File: src/rtl/seven_seg_pkg.sv
// Shared types, constants and helpers for the four-digit scan controller.
package seven_seg_pkg;

  typedef enum logic {
    S_GAP = 1'b0,
    S_ON  = 1'b1
  } scan_state_t;

  localparam int         NDIG    = 4;
  localparam logic [3:0] DIG_OFF = 4'b1111;

  // Pick nibble idx out of a 16-bit display word (idx 0 = least significant digit).
  function automatic logic [3:0] nibble_sel(input logic [15:0] value16, input logic [1:0] idx);
    logic [3:0] nib;
    case (idx)
      2'd0:    nib = value16[3:0];
      2'd1:    nib = value16[7:4];
      2'd2:    nib = value16[11:8];
      default: nib = value16[15:12];
    endcase
    return nib;
  endfunction

endpackage

File: src/rtl/seven_seg_lz_mask.sv
// Leading-zero blanking mask: a digit is dark when it and every digit above it are zero.
module seven_seg_lz_mask
  import seven_seg_pkg::*;
(
  input  logic [15:0]     shadow,
  input  logic            Blank_lz,
  output logic [NDIG-1:0] blank
);

  // Chain the zero test downward from the most significant digit; digit 0 always shows.
  always_comb begin
    blank    = '0;
    blank[3] = Blank_lz && (shadow[15:12] == 4'h0);
    blank[2] = blank[3] && (shadow[11:8] == 4'h0);
    blank[1] = blank[2] && (shadow[7:4] == 4'h0);
    blank[0] = 1'b0;
  end

endmodule

File: src/rtl/seven_seg_scan_ctrl.sv
// Four-digit common-anode scan controller with double-buffered value and
// frame-aligned load/ack handshake.
module seven_seg_scan_ctrl
  import seven_seg_pkg::*;
#(
  parameter int DIV = 50000,
  parameter int GAP = 500
) (
  input  logic        Clock,
  input  logic        Resetn,
  input  logic [15:0] Value,
  input  logic        Load,
  input  logic        Blank_lz,
  output logic        Pending,
  output logic        Ack,
  output logic        Frame,
  output logic [3:0]  X,
  output logic [3:0]  Digit_en
);

  localparam int CNT_MAX = (DIV > GAP) ? DIV : GAP;
  localparam int CNT_W   = (CNT_MAX > 1) ? $clog2(CNT_MAX) : 1;
  localparam logic [CNT_W-1:0] DIV_LAST = CNT_W'(DIV - 1);
  localparam logic [CNT_W-1:0] GAP_LAST = CNT_W'(GAP - 1);

  scan_state_t      state, state_nx;
  logic [CNT_W-1:0] cnt, cnt_nx;
  logic [1:0]       idx, idx_nx;
  logic [15:0]      shadow, shadow_nx, hold;
  logic             pending, ack_q, frame_q;
  logic             boundary, commit;
  logic [3:0]       blank;
  logic [3:0]       en_nx, x_nx, en_q, x_q;

  seven_seg_lz_mask u_lz_mask (
    .shadow   (shadow),
    .Blank_lz (Blank_lz),
    .blank    (blank)
  );

  // Next-state, frame boundary and the values the registered outputs take next cycle.
  always_comb begin
    state_nx = state;
    cnt_nx   = cnt + 1'b1;
    idx_nx   = idx;
    boundary = 1'b0;
    case (state)
      S_GAP: begin
        if (cnt == GAP_LAST) begin
          cnt_nx   = '0;
          state_nx = S_ON;
        end
      end
      S_ON: begin
        if (cnt == DIV_LAST) begin
          cnt_nx   = '0;
          state_nx = S_GAP;
          idx_nx   = idx + 2'd1;
          boundary = (idx == 2'd3);
        end
      end
      default: begin
        cnt_nx   = '0;
        state_nx = S_GAP;
      end
    endcase
    commit    = boundary && pending;
    shadow_nx = commit ? hold : shadow;
    en_nx     = DIG_OFF;
    if ((state_nx == S_ON) && !blank[idx_nx])
      en_nx = ~(4'b0001 << idx_nx);
    // X leads the enable: the new digit's nibble is presented during its gap.
    x_nx = nibble_sel(shadow_nx, idx_nx);
  end

  // State, buffers, handshake and registered outputs.
  always_ff @(posedge Clock) begin
    if (!Resetn) begin
      state   <= S_GAP;
      cnt     <= '0;
      idx     <= 2'd0;
      shadow  <= '0;
      hold    <= '0;
      pending <= 1'b0;
      ack_q   <= 1'b0;
      frame_q <= 1'b0;
      en_q    <= DIG_OFF;
      x_q     <= 4'h0;
    end else begin
      state   <= state_nx;
      cnt     <= cnt_nx;
      idx     <= idx_nx;
      shadow  <= shadow_nx;
      ack_q   <= commit;
      frame_q <= boundary;
      en_q    <= en_nx;
      x_q     <= x_nx;
      // A load on the boundary edge keeps the request alive for the next frame.
      if (Load) begin
        hold    <= Value;
        pending <= 1'b1;
      end else if (commit) begin
        pending <= 1'b0;
      end
    end
  end

  assign Pending  = pending;
  assign Ack      = ack_q;
  assign Frame    = frame_q;
  assign X        = x_q;
  assign Digit_en = en_q;

endmodule

File: config.mk
export PLATFORM = sky130hd
export DESIGN_NAME = seven_seg_scan_ctrl
export DESIGN_NICKNAME = d
export VERILOG_FILES = /design/src/rtl/seven_seg_pkg.sv /design/src/rtl/seven_seg_lz_mask.sv /design/src/rtl/seven_seg_scan_ctrl.sv
export SDC_FILE = /design/constraint.sdc
export NUM_CORES = 1
export LEC_CHECK = 0
export ABC_AREA = 1
export CORE_MARGIN = 2
export CORE_UTILIZATION = 55
export DETAILED_ROUTE_END_ITERATION = 8
export MAX_ROUTING_LAYER = met4
export PLACE_DENSITY_LB_ADDON = 0.12
export SYNTH_ARGS = -nofsm -noshare
export SYNTH_HDL_FRONTEND = slang
export SYNTH_SLANG_ARGS = --single-unit
export TNS_END_PERCENT = 1
File: constraint.sdc
create_clock -name Clock -period 2.3 [get_ports Clock]
set_input_delay 0.575 -clock Clock [delete_from_list [all_inputs] [get_ports Clock]]
set_output_delay 0.575 -clock Clock [all_outputs]
set_load 0.05 [all_outputs]
Yosys cells after proc, flatten, opt, wreduce, memory -nomap -nowiden --
Index checks and enable logic that the tools add are counted.
Operators by class: add/sub/neg operators 2, eq/ne operators 5, divide/modulo/power cells 0, order comparisons 1, multiply operators 0, bitwise operators 2, shift-type cells 1, multiplexer cells 16, reduce and logical (&&, ||, !) cells 12
Operators by type and width (count):
- two-way mux 16 bit | 3
- case mux 16 bit (2 select lines) | 1
- adder 16 x 1 -> 16 bit, second input constant | 1
- == test 16 bit, second input constant | 1
- == test 16 x 9 -> 1 bit, second input constant | 1
- logical NOT 4 bit | 3
- case mux 4 bit (3 select lines) | 1
- two-way mux 1 bit | 7
- logical AND 1 bit | 5
- == test 2 bit, second input constant | 2
- two-way mux 2 bit | 2
- inverter 4 bit | 1
- << shifter 1 x 2 -> 4 bit, first input constant | 1
- < comparator 2 x 3 -> 1 bit, second input constant | 1
- adder 2 x 1 -> 2 bit, second input constant | 1
- binary-select mux 1 bit (select 2 bit) | 1
- == test 2 x 1 -> 1 bit, second input constant | 1
- logical NOT 2 bit | 1
- case mux 1 bit (2 select lines) | 1
- AND reduction 2 bit | 1
- nonzero test 2 bit | 1
- logical NOT 1 bit | 1
- inverter 1 bit | 1
Storage, ports and cells: bits in latches 0, memories 0, word-level logic and storage cells 49, input port bits 20, ROM bits 0, output and inout port bits 11, flip-flop bits (word level) 62, bits in writable memories 0

Longest topological paths before layout --
Gate-level depths: netlist of run 1.
word-level depth 9, gate-level depth with buffers 13, depth with buffers taken out 13

Hierarchy --
Synthesis of run 1 repeated with hierarchy kept, for this count alone.
Second synthesis, totals: cell total of the unflattened synthesis 377, area total of the unflattened synthesis 2827.7 µm²
Modules (own cells, without submodules):
- seven_seg_scan_ctrl | area each 2763.9 µm², instances 1, seq. area each 1241.2 µm², cells each 363
- seven_seg_lz_mask | area each 63.8 µm², instances 1, seq. area each 0.0 µm², cells each 14

Worst setup path after synthesis of run 1 --
OpenSTA, ideal clock, no wires.
kind register to register, start point reg cnt[0], end point reg x_q[2] (netlist: X[2]), clock period less this slack 1.698 ns, library setup time 0.111 ns, buffers on the path 1, slack 0.602 ns, cell stages (with the launch flop) 10, arrival time 1.587 ns, data required time 2.189 ns, cell sequence dfxtp_1 -> ha_1 -> nand3_2 -> nor3_4 -> nand4_4 -> buf_6 -> a21oi_1 -> nand2_1 -> nand2_1 -> nor2_1
On the way: cells in the longest elaborated chain, start to end 6, elaborated cells on any way between the ends 11, those cells by class eq/ne: 3; mux: 6; reduce/logical: 2
RTL lines:
- from (decl) | line seven_seg_scan_ctrl.sv:27 | logic [CNT_W-1:0] cnt, cnt_nx;
- from (signal assigned) | line seven_seg_scan_ctrl.sv:91 | cnt <= cnt_nx;
- == test 16 bit * | line seven_seg_scan_ctrl.sv:55 | if (cnt == DIV_LAST) begin
- two-way mux 1 bit | line seven_seg_scan_ctrl.sv:55
- two-way mux 1 bit | line seven_seg_scan_ctrl.sv:47 | case (state)
- logical AND 1 bit | line seven_seg_scan_ctrl.sv:67 | commit = boundary && pending;
- two-way mux 16 bit | line seven_seg_scan_ctrl.sv:68 | shadow_nx = commit ? hold : shadow;
- case mux 4 bit (3 select lines) * | line seven_seg_pkg.sv:15 | case (idx)
- to (signal assigned) | line seven_seg_scan_ctrl.sv:97 | x_q <= x_nx;
- to (decl) | line seven_seg_scan_ctrl.sv:33 | logic [3:0] en_nx, x_nx, en_q, x_q;
Every way passes the cells marked *; elsewhere a longest branch is shown, timed or not. A chain may end at the register's enable or synchronous reset.

Final worst setup path of run 1 --
start point reg ack_q (netlist: Ack), end point out Ack
RTL lines:
- from (decl) | line seven_seg_scan_ctrl.sv:30 | logic pending, ack_q, frame_q;
- from (signal assigned) | line seven_seg_scan_ctrl.sv:94 | ack_q <= commit;
- to (decl) | line seven_seg_scan_ctrl.sv:15 | output logic Ack,
No word-level cell between the ends.

==> impl_metrics.py, run 1 <==
metrics = {
    "run_status": {
        "status": "finished, final reports clean",
    },
    "drt": {
        "wl_per_cell_um": 12.1,
        "drt-vias-per-instance": 5.06,
        "antenna_left": 0,
        "first_pass_iters": 4,
        "drt-initial-drc-count": 156,
        "dr_total_vias": 2397,
        "drcViolationCount": 0,
        "routed_wl_mm": 5.75,
    },
    "sta": {
        "finalClockSkew_ns": 0.00710,
        "fin_setup_tns_ns": 0,
        "setup_violations": 0,
        "final-max-slew-violation-count": 0,
        "hold_ws_ns": 0.467,
        "min_period_ns": 2.03,
        "grt_setup_unrepaired": "no",
        "max_freq_mhz": 492,
        "relSlewSlack": 0.557,
        "hold_viol_final": 0,
        "tightest_slew_ns": 0.663,
        "post-route-period-util": 0.884,
    },
    "pwr": {
        "worst_ir_drop_vdd_v": 0.000629,
        "p_per_area_mw_per_mm2": 744,
        "power_leakage_nw": 1.46,
        "finalPower_mw": 2.51,
    },
    "cells_and_area": {
        "mostFrequentLayoutCell": "nand2_1",
        "layout_common_cells": "76 x nand2_1, 68 x nor2_1, 62 x dfxtp_1",
        "antenna_cells": 0,
        "fin_nets": 424,
        "fin_util": 0.708,
        "drive_gt1_frac": 0.120,
        "final_area_mm2": 0.00337,
        "area_growth_pct": 23.2,
        "num-fill-cells": 412,
    },
    "clocking": {
        "path_clk_slew_ns": 0.06,
        "tritoncts": "done",
        "h-tree-depth": 3,
        "cts_made_buffers": 9,
        "post_cts_buffers": 0,
        "cts_root_buffer": "clkbuf_8",
        "numClockSinks": 62,
        "cts_hold_buf": 0,
        "clk_latency_ns": 0.34,
        "clockBufferDepth": 2,
        "cts_resized": 0,
    },
    "global_routing": {
        "grt_first_pass_wirelength_mm": 9.85,
        "grt_pass1_vias": 2204,
        "grt_usage": 0.245,
        "grt_max_degree": 23,
        "overflow": 0,
        "antenna_found_initial": 0,
    },
    "synth": {
        "synthesis.instances": 366,
        "yosysSeqAreaShare": 0.454,
        "yosys_warnings": 0,
        "synth-seq-cells": 62,
        "syn-cell-area_mm2": 0.00273,
        "syn_area_per_cell_um2": 7.47,
        "synth.distinct_cells": 33,
        "synth_nets": 388,
    },
    "critical_path": {
        "crit_path_start_kind": "flop",
        "worst-setup-path-type": "flop to output port",
        "worstPathMaxFanout": 1,
        "cp_data_arrival_time_ns": 1.46,
        "critical_path.max_stage_delay_ns": 0.81,
        "crit_family": "buffers and inverters",
        "cp_slowest_cell": "clkdlybuf4s50_1",
        "end_kind": "output port",
        "required_ns": 1.73,
        "crit_buf_inv": 1,
        "cp_cell_sequence": "clkdlybuf4s50_1",
    },
    "floorplan": {
        "ios": 31,
        "die_h_um": 74.5,
        "initial_core_util": 0.575,
        "die_x_um": 74.5,
        "die_area_mm2": 0.00555,
        "core_mm2": 0.00475,
        "row_count": 25,
    },
    "run": {
        "maxCapViolCount": 0,
    },
    "place": {
        "dp_hpwl_mm": 4.21,
        "dpl-instance-area_mm2": 0.00310,
        "io_buffers": 30,
        "gp_congestion": 0.840,
    },
    "hold_path": {
        "min_path_type": "flop to flop",
    },
}
-- layer usage --
layer  share of wire  vias to the layer above  GRT usage
li1                -                     1260          -
met1            0.52                     1054      0.342
met2            0.42                       72      0.342
met3           0.045                       11     0.0407
met4           0.019                        0      0.119
met5               0                        -          -
-- stage by stage --
stage	worst slack, ns	std cells
2_1_floorplan	0.602	366
3_3_place_gp	0.397	458
3_5_place_dp	0.343	458
4_1_cts	0.236	474
5_1_grt	0.133	474
6_report	0.268	474
-- cells by family after synthesis --
group           synth area share
simple gates               0.368
fa+ha+maj                0.00916
xor+xnor                  0.0160
flops                      0.454
compound gates            0.0879
buf+inv                   0.0650
-- cells in the mapped netlist, drive strengths merged --
| cell type | count | area, µm² |
|---|---|---|
| and3 | 1 | 6.26 |
| ha | 2 | 25.0 |
| nor3b | 1 | 7.51 |
| buf | 2 | 22.5 |
| inv | 31 | 119 |
| a21oi | 23 | 115 |
| nor2 | 74 | 313 |
| xnor2 | 1 | 8.76 |
| nand2 | 85 | 357 |
| xor2 | 4 | 35.0 |
| o211a | 1 | 10.0 |
| nor4 | 1 | 6.26 |
| nor3 | 9 | 61.3 |
| clkbuf | 8 | 32.5 |
| nand3 | 21 | 138 |
| or4 | 1 | 7.51 |
| nand4 | 15 | 109 |
| o21ai | 23 | 115 |
| dfxtp | 62 | 1240 |
| clkinv | 1 | 3.75 |
-- worst paths after layout --
kind | cells after the start | slack, ns | endpoint | startpoint
setup reg to reg | 10 | 0.34 | X[1] | cnt[0]
setup / recovery | 1 | 0.27 | Ack | Ack
hold reg to reg | 1 | 0.47 | cnt[0] | cnt[0]
hold / removal | 1 | 0.47 | cnt[0] | cnt[0]
-- state kept, by name (all words and copies together) (netlist names) --
register  count
idx           2
shadow       16
state         1
X             4
hold         16
Pending       1
Ack           1
Frame         1
Digit_en      4
cnt          16
-- layout make-up --
cell class              instances  area (µm²)  share of cell area
inverters                      32         123              0.0364
clock buffers                  10         138              0.0409
clock inverters                 6         133              0.0394
repair buffers                 35         335              0.0996
multi-input cells             262        1310               0.390
flip-flops and latches         62        1240               0.369
well taps                      67        83.8              0.0249
-- power breakdown --
| group | internal (mW) | total, mW | leakage (nW) | switching, mW |
|---|---|---|---|---|
| logic | 0.0514 | 0.105 | 0.826 | 0.0535 |
| clock network | 0.857 | 1.28 | 0.132 | 0.424 |
| registers | 1.10 | 1.12 | 0.505 | 0.0210 |
Power figures use the tool's default switching activity.
==> run 2, diff against run 1 <==
--- a/config.mk
+++ b/config.mk
@@ -8,6 +8,7 @@
 export ABC_AREA = 1
 export CORE_MARGIN = 2
 export CORE_UTILIZATION = 55
+export CTS_CLUSTER_DIAMETER = 150
 export DETAILED_ROUTE_END_ITERATION = 8
 export MAX_ROUTING_LAYER = met4
 export PLACE_DENSITY_LB_ADDON = 0.12
==> results of run 2 <==
Final layout, timing and power as in run 1 (identical DEF).
